--- src/rtl/capture_sequencer.sv ---
// Capture sequencer: programs the sampler flow length and enable, then follows the
// sop/eop stream to count frames and flag length errors, aborts and missing start-of-frame.
module capture_sequencer #(
  parameter int         DATA_WIDTH  = 32,
  parameter int         FRAME_WIDTH = 16,
  parameter logic [2:0] SCR_ADDR    = 3'd0,
  parameter logic [2:0] FLOW_ADDR   = 3'd1,
  parameter int         TIMEOUT     = 1000000
) (
  input  logic                   clk_i,
  input  logic                   reset_i,
  input  logic                   start_i,
  input  logic                   stop_i,
  input  logic [FRAME_WIDTH-1:0] nb_frames_i,
  input  logic [DATA_WIDTH-1:0]  flowlength_i,
  output logic [2:0]             addr_rel_o,
  output logic                   wr_o,
  output logic [DATA_WIDTH-1:0]  datawr_o,
  input  logic                   in_dv,
  input  logic                   in_sop,
  input  logic                   in_eop,
  output logic                   busy_o,
  output logic                   done_o,
  output logic [FRAME_WIDTH-1:0] frame_cnt_o,
  output logic                   len_err_o,
  output logic                   timeout_o
);
  localparam int            TW      = $clog2(TIMEOUT + 1);
  localparam logic [TW-1:0] TO_LAST = TW'(TIMEOUT - 1);

  typedef enum logic [2:0] {IDLE, CFG_LEN, CFG_EN, WAIT_SOP, RUN, STOP, DONE} state_t;

  state_t                 r_state;
  logic [FRAME_WIDTH-1:0] r_nb;
  logic [DATA_WIDTH-1:0]  r_flow;
  logic [DATA_WIDTH-1:0]  r_pix;
  logic [TW-1:0]          r_to;

  state_t                 w_nxt;
  logic                   w_sop, w_eop, w_fend, w_last, w_timeout;
  logic [DATA_WIDTH-1:0]  w_pix_inc, w_fpix;
  logic [FRAME_WIDTH-1:0] w_frame_nxt;

  assign w_sop       = in_dv & in_sop;
  assign w_eop       = in_dv & in_eop;
  assign w_pix_inc   = (&r_pix) ? r_pix : r_pix + 1'b1;
  // A sop always restarts the count, so a sop+eop beat is a one-pixel frame.
  assign w_fpix      = w_sop ? DATA_WIDTH'(1) : w_pix_inc;
  assign w_fend      = ((r_state == WAIT_SOP) && w_sop && w_eop) || ((r_state == RUN) && w_eop);
  assign w_frame_nxt = frame_cnt_o + 1'b1;
  assign w_last      = (r_nb != '0) && (w_frame_nxt == r_nb);
  assign w_timeout   = (r_state == WAIT_SOP) && !stop_i && !w_sop && (r_to == TO_LAST);

  always_comb begin
    w_nxt = r_state;
    case (r_state)
      IDLE:     if (start_i) w_nxt = CFG_LEN;
      CFG_LEN:  w_nxt = stop_i ? STOP : CFG_EN;
      CFG_EN:   w_nxt = stop_i ? STOP : WAIT_SOP;
      WAIT_SOP, RUN: begin
        if (stop_i || (w_fend && w_last)) w_nxt = STOP;
        else if (w_fend)                  w_nxt = WAIT_SOP;
        else if (w_sop)                   w_nxt = RUN;
        else if (w_timeout)               w_nxt = STOP;
      end
      STOP:     w_nxt = DONE;
      DONE:     w_nxt = IDLE;
      default:  w_nxt = IDLE;
    endcase
  end

  always_ff @(posedge clk_i) begin
    if (reset_i) begin
      r_state     <= IDLE;
      r_nb        <= '0;
      r_flow      <= '0;
      r_pix       <= '0;
      r_to        <= '0;
      addr_rel_o  <= '0;
      wr_o        <= 1'b0;
      datawr_o    <= '0;
      busy_o      <= 1'b0;
      done_o      <= 1'b0;
      frame_cnt_o <= '0;
      len_err_o   <= 1'b0;
      timeout_o   <= 1'b0;
    end else begin
      r_state    <= w_nxt;
      busy_o     <= (w_nxt != IDLE);
      done_o     <= (w_nxt == DONE);
      wr_o       <= 1'b0;
      addr_rel_o <= '0;
      datawr_o   <= '0;
      // Bus outputs are registered against the state being entered.
      case (w_nxt)
        CFG_LEN: begin wr_o <= 1'b1; addr_rel_o <= FLOW_ADDR; datawr_o <= flowlength_i; end
        CFG_EN:  begin wr_o <= 1'b1; addr_rel_o <= SCR_ADDR;  datawr_o <= DATA_WIDTH'(1); end
        STOP:    begin wr_o <= 1'b1; addr_rel_o <= SCR_ADDR;  datawr_o <= '0; end
        default: ;
      endcase

      if (r_state == IDLE && start_i) begin
        r_nb        <= nb_frames_i;
        r_flow      <= flowlength_i;
        frame_cnt_o <= '0;
        len_err_o   <= 1'b0;
        timeout_o   <= 1'b0;
      end

      if (w_nxt == WAIT_SOP && (r_state != WAIT_SOP || w_fend)) r_to <= '0;
      else if (r_state == WAIT_SOP)                            r_to <= r_to + 1'b1;

      if ((r_state == WAIT_SOP && w_sop) || (r_state == RUN && in_dv)) r_pix <= w_fpix;

      if (w_fend) begin
        frame_cnt_o <= w_frame_nxt;
        if (w_fpix != r_flow) len_err_o <= 1'b1;
      end
      if (r_state == RUN && w_sop) len_err_o <= 1'b1;
      if (w_timeout) timeout_o <= 1'b1;
    end
  end
endmodule

--- config.mk ---
export PLATFORM = sky130hd
export DESIGN_NAME = capture_sequencer
export DESIGN_NICKNAME = d
export VERILOG_FILES = /design/src/rtl/capture_sequencer.sv
export SDC_FILE = /design/constraint.sdc
export NUM_CORES = 1
export LEC_CHECK = 0
export ABC_AREA = 1
export BUFFER_PORTS_ARGS = -buffer_cell sky130_fd_sc_hd__buf_2
export CORE_MARGIN = 1
export CORE_UTILIZATION = 58
export DETAILED_ROUTE_END_ITERATION = 16
export GPL_ROUTABILITY_DRIVEN = 0
export PLACE_DENSITY = 0.81
export SLEW_MARGIN = 20
export SYNTH_ARGS = -nofsm -noshare
export SYNTH_HDL_FRONTEND = slang
export SYNTH_SLANG_ARGS = --single-unit
--- constraint.sdc ---
create_clock -name clk_i -period 2.6 [get_ports clk_i]
set_input_delay 0.52 -clock clk_i [delete_from_list [all_inputs] [get_ports clk_i]]
set_output_delay 0.52 -clock clk_i [all_outputs]
set_load 0.01 [all_outputs]
# Word level (Yosys, flattened, before mapping)

Cells that the tools add are included.
W data, S select, Z words.

Register bits: 159
Bits in latches: 0
Memory bits (writable): 0
Bits in read-only memories: 0
Input port bits: 55
Output and inout port bits: 56
Logic and storage cells: 80
Memories kept: 0

Add/subtract/negate cells: 3
Multiply operators: 0
Div/mod/pow operators: 0
Magnitude comparators: 0
Equal/unequal tests: 14
Shifts and indexed selects: 0
Multiplexer cells: 21
Bitwise gates (word level): 2
Reductions and logical operators: 27

Operators by type and width:

| cell                    | count |
|---|---|
| $mux W32                | 2 |
| $pmux W32 S2            | 1 |
| $add A32 B1 Y32 const B | 1 |
| $mux W16                | 2 |
| $ne A32 B32 Y1          | 1 |
| $reduce_and A32 Y1      | 1 |
| $mux W3                 | 7 |
| $add A20 B1 Y20 const B | 1 |
| $eq A20 B20 Y1 const B  | 1 |
| $add A16 B1 Y16 const B | 1 |
| $eq A16 B16 Y1          | 1 |
| $reduce_bool A16 Y1     | 1 |
| $pmux W3 S5             | 1 |
| $eq A3 B2 Y1 const B    | 4 |
| $eq A3 B3 Y1 const B    | 4 |
| $logic_and A1 B1 Y1     | 12 |
| $mux W1                 | 8 |
| $eq A3 B1 Y1 const B    | 2 |
| $logic_or A1 B1 Y1      | 4 |
| $reduce_bool A2 Y1      | 2 |
| $reduce_or A2 Y1        | 2 |
| $logic_not A3 Y1        | 1 |
| $ne A3 B2 Y1 const B    | 1 |
| $reduce_bool A3 Y1      | 1 |
| 3 further kinds         | 5 |

# Longest topological paths before layout

Depth after elaboration: 12
Mapped depth: 20
Gate-level depth less buffers: 19

# Worst setup path after synthesis

OpenSTA, ideal clock, no wires.

Kind: register to register
From: reg frame_cnt_o[0]
To: reg r_to[0]
Setup time: 64 ps
Data arrival time: 2,146 ps
Required time: 2,536 ps
Setup slack: 391 ps
Stages on the path, launching flop included: 17
Buffers on the path: 1
Period minus slack after synthesis: 2,209 ps
Cell sequence: dfxtp_1 ha_1 nand3_1 nor3_4 nand2_1 xor2_1 nand2_1 nand2_1 nand2_1 nor2_1 nand3_1 nand3_1 nand2_1 nand3_1 nand2_2 buf_6 nor2_1

Cells in the longest elaborated chain, start to end: 10

RTL lines:

| element                           | RTL line | text |
|---|---|---|
| start: declaration                | 24       | `output logic [FRAME_WIDTH-1:0] frame_cnt_o,` |
| start signal: assignment          | 116      | `frame_cnt_o <= w_frame_nxt;` |
| $add A16 B1 Y16                   | 50       | `assign w_frame_nxt = frame_cnt_o + 1'b1;` |
| $eq A16 B16 Y1                    | 51       | `assign w_last = (r_nb != '0) && (w_frame_nxt == r_nb);` |
| $logic_and A1 B1 Y1               | 51       |  |
| $logic_and A1 B1 Y1               | 61       | `if (stop_i \|\| (w_fend && w_last)) w_nxt = STOP;` |
| $logic_or A1 B1 Y1                | 61       |  |
| $mux W3                           | 61       |  |
| $pmux W3 S5                       | 56       | `case (r_state)` |
| $eq A3 B2 Y1                      | 110      | `if (w_nxt == WAIT_SOP && (r_state != WAIT_SOP \|\| w_fend)) r_to <= '0;` |
| $logic_and A1 B1 Y1               | 110      |  |
| $reduce_or A2 Y1 (no source line) | n/a      |  |
| end signal: assignment            | 111      | `else if (r_state == WAIT_SOP) r_to <= r_to + 1'b1;` |
| end: declaration                  | 37       | `logic [TW-1:0] r_to;` |

No other way between the ends.
A chain may end at the register's enable or synchronous reset.

# Worst setup path in the final report

From: reg frame_cnt_o[6]
To: reg r_to[5]

The elaborated chain is that of the path after synthesis.

==> summary.txt <==
Run status: finished clean
Slew headroom: 63.6%
Vias in the first global route: 6833
Cell Area, Placed: 8520 um2
Crit end category: flip-flop
Max cap viols: 0
Clock transition at the registers of the reported paths: 60 ps
Final hold violation count: 0
CTS Sinks: 157
Routed Wire Length: 20.2 mm
Share of flip-flops with an asynchronous set or reset: 0%
Clk_skew: 7.01 ps
CTS tree: done
Pwr/cell area: 716 nW/um2
First-pass GRT wire length: 32.9 mm
Design area: 9270 um2
Fill count: 1039
I/O Buffers: 108
Nets@finish: 1311
CP startpoint kind: flip-flop
Vias/cell: 5.44
Standard-cell rows: 41
GR Overflow Total: 0
Starting Density: 60.5%
H-tree levels: 4
Die Wd: 118 um
Initial drt markers: 669
Min Hold Slack: 332 ps
Cell area after synthesis: 7790 um2
Synth Flop Type: dfxtp_1
Period Utilization, post-route: 93.1%
Dpl hpwl: 13.8 mm
Syn_area_per_cell: 6.79 um2
Pin count of the biggest net entering global routing: 65
Critical Path RT: 2950 ps
Antenna Nets Post-Route: 0
Vias: 7820
Leak: 3.97 nW
# setup viols final: 0
Synthesis-to-finish area growth: 19.0%
Routed wire per std cell: 14.1 um
Syn. warnings: 0
Commonest cells after routing, fill and taps aside: 335 x nand2_1, 150 x nor2_1, 145 x dfxtp_1
Pre-Repair DR Iteration Count: 7
Post-synthesis sequential element count: 157
Boundary pin count: 111
Setup ws final: 178 ps
Post-synthesis cell count: 1147
Crit-path max FO: 10
Final Slew Violations: 0
DIE AREA: 13900 um2
EDFF count, synth: 0
Layout cells sized above 1: 17.9%
Core area: 12900 um2
Initial antenna violation count: 1
Sequential Area: 3160 um2
Final std cells w/o fill: 1438
Crit path DAT: 2780 ps
DR DRC count: 0
WS Path Type: flip-flop to flip-flop
CTS max path bufs: 2
CTS root buffer: clkbuf_16
GRT Total Usage: 29.1%
Multi-input gate area: 4220 um2
DP Cell Count: 1403
Worst vdd ir: 593 uV
Yosys cell types: 38
CTS buffer count: 17
Setup WS pre-CTS: 48.4 ps
Min cycle time layout: 2420 ps
Vert. Die Dim: 118 um
Worst-skew pair later-pin latency: 420 ps
Tightest Pin Transition: 545 ps
Setup_tns: 0 ps
Most common cell after layout, fill and taps aside: nand2_1
Fmax: 413 MHz
Register area share after synthesis: 40.4%
Worst min-delay path category: primary input to flip-flop
## kinds of logic (layout without fill, tap and decap cells)
group,count (synthesis),in the layout,synth area share [%]
DFF,157,157,40.4
buffers and inverters,127,243,6.57
adders and majority gates,3,3,0.482
and+or+nand+nor,648,649,36.2
xor gates and xnor gates,51,51,5.93
other,1,3,0.0482
AOI/OAI and AO/OA,160,160,10.4
## cells in the mapped netlist, types with 3 or more instances
cell	count	share of area (%)
buf_1	9	0.43
nor2_2	8	0.64
nor2_1	158	7.6
dfxtp_1	157	40
ha_1	3	0.48
nor4_1	8	0.64
nand4_1	7	0.56
xor2_1	33	3.7
buf_6	3	0.43
a21oi_1	90	5.8
nand3b_1	24	2.3
clkbuf_1	29	1.4
inv_2	3	0.14
nand2_2	4	0.32
nand3_1	79	5.1
or2_2	7	0.56
nand2_1	337	16
xnor2_1	17	1.9
o21ai_0	65	4.2
inv_1	75	3.6
buf_2	3	0.19
nor3_1	5	0.32
## where the power goes
part	total, mW	internal [mW]	switching [mW]
Combinational	1.12	0.412	0.712
Sequential	2.81	2.63	0.182
Clock	2.70	1.67	1.03
## what timing repair did
action	in CTS	in global routing
gates resized for setup	0	31
hold endpoints to repair	0	0
setup endpoints to repair	0	22
hold buffers	0	0
setup buffers	0	2
## metrics by stage
stage	utilization (%)	power (mW)
after global placement	66.1	3.91
final	72.0	6.63
after detailed placement	66.1	3.93
after global routing	72.0	6.91
after floorplan	-	3.58
after CTS	71.1	6.60
## registers in the layout (all words and copies together) (netlist names)
| name | cells |
|---|---|
| datawr_o | 32 |
| r_flow | 32 |
| r_pix | 32 |
| r_to | 20 |
| frame_cnt_o | 16 |
| r_nb | 16 |
| r_state | 3 |
| addr_rel_o | 1 |
| busy_o | 1 |
| done_o | 1 |
| len_err_o | 1 |
| timeout_o | 1 |
| wr_o | 1 |
## final cells by class
cell class                 count  area share [%]
clock inverter                12            1.98
clock buffer                  19            4.89
timing repair buffer         131            7.87
sequential                   157            34.1
multi-input combinational    865            45.5
tap                          172            2.32
inverter                      81            3.29
antenna                        1          0.0270
## per-layer routing
metal  wire [um]  track usage [%]  share of wire (%)  up-vias
li1            -                -                  -     3903
met1        9230             39.9                 46     3578
met2        9370             46.5                 46      302
met3        1230             5.28                6.1       37
met4         394             8.73                1.9        0
met5           0                0                  0        -
## worst max-delay path, stage by stage (launching register included)
cell and delay (ps):
dfxtp_1 450, nand2_1 120, inv_1 60, nand2_1 70, nor2_2 140, nand2_2 80, xnor2_1 310, xnor2_1 170
nand2_1 60, nor2_1 170, nand3_2 130, nand3_1 100, nand2_1 120, nand3_4 130, nand2_4 120, nor2_1 130
## worst paths after layout
path / endpoint / depth (start not counted) / slack (ps) / startpoint
setup / recovery: r_to[5] / 15 / 180 / frame_cnt_o[6]
hold / removal: datawr_o[0] / 3 / 330 / flowlength_i[0]
setup reg to reg: r_to[5] / 15 / 180 / frame_cnt_o[6]
hold reg to reg: r_flow[27] / 2 / 470 / r_flow[27]
No activity file was read; power rests on OpenSTA's default activity.
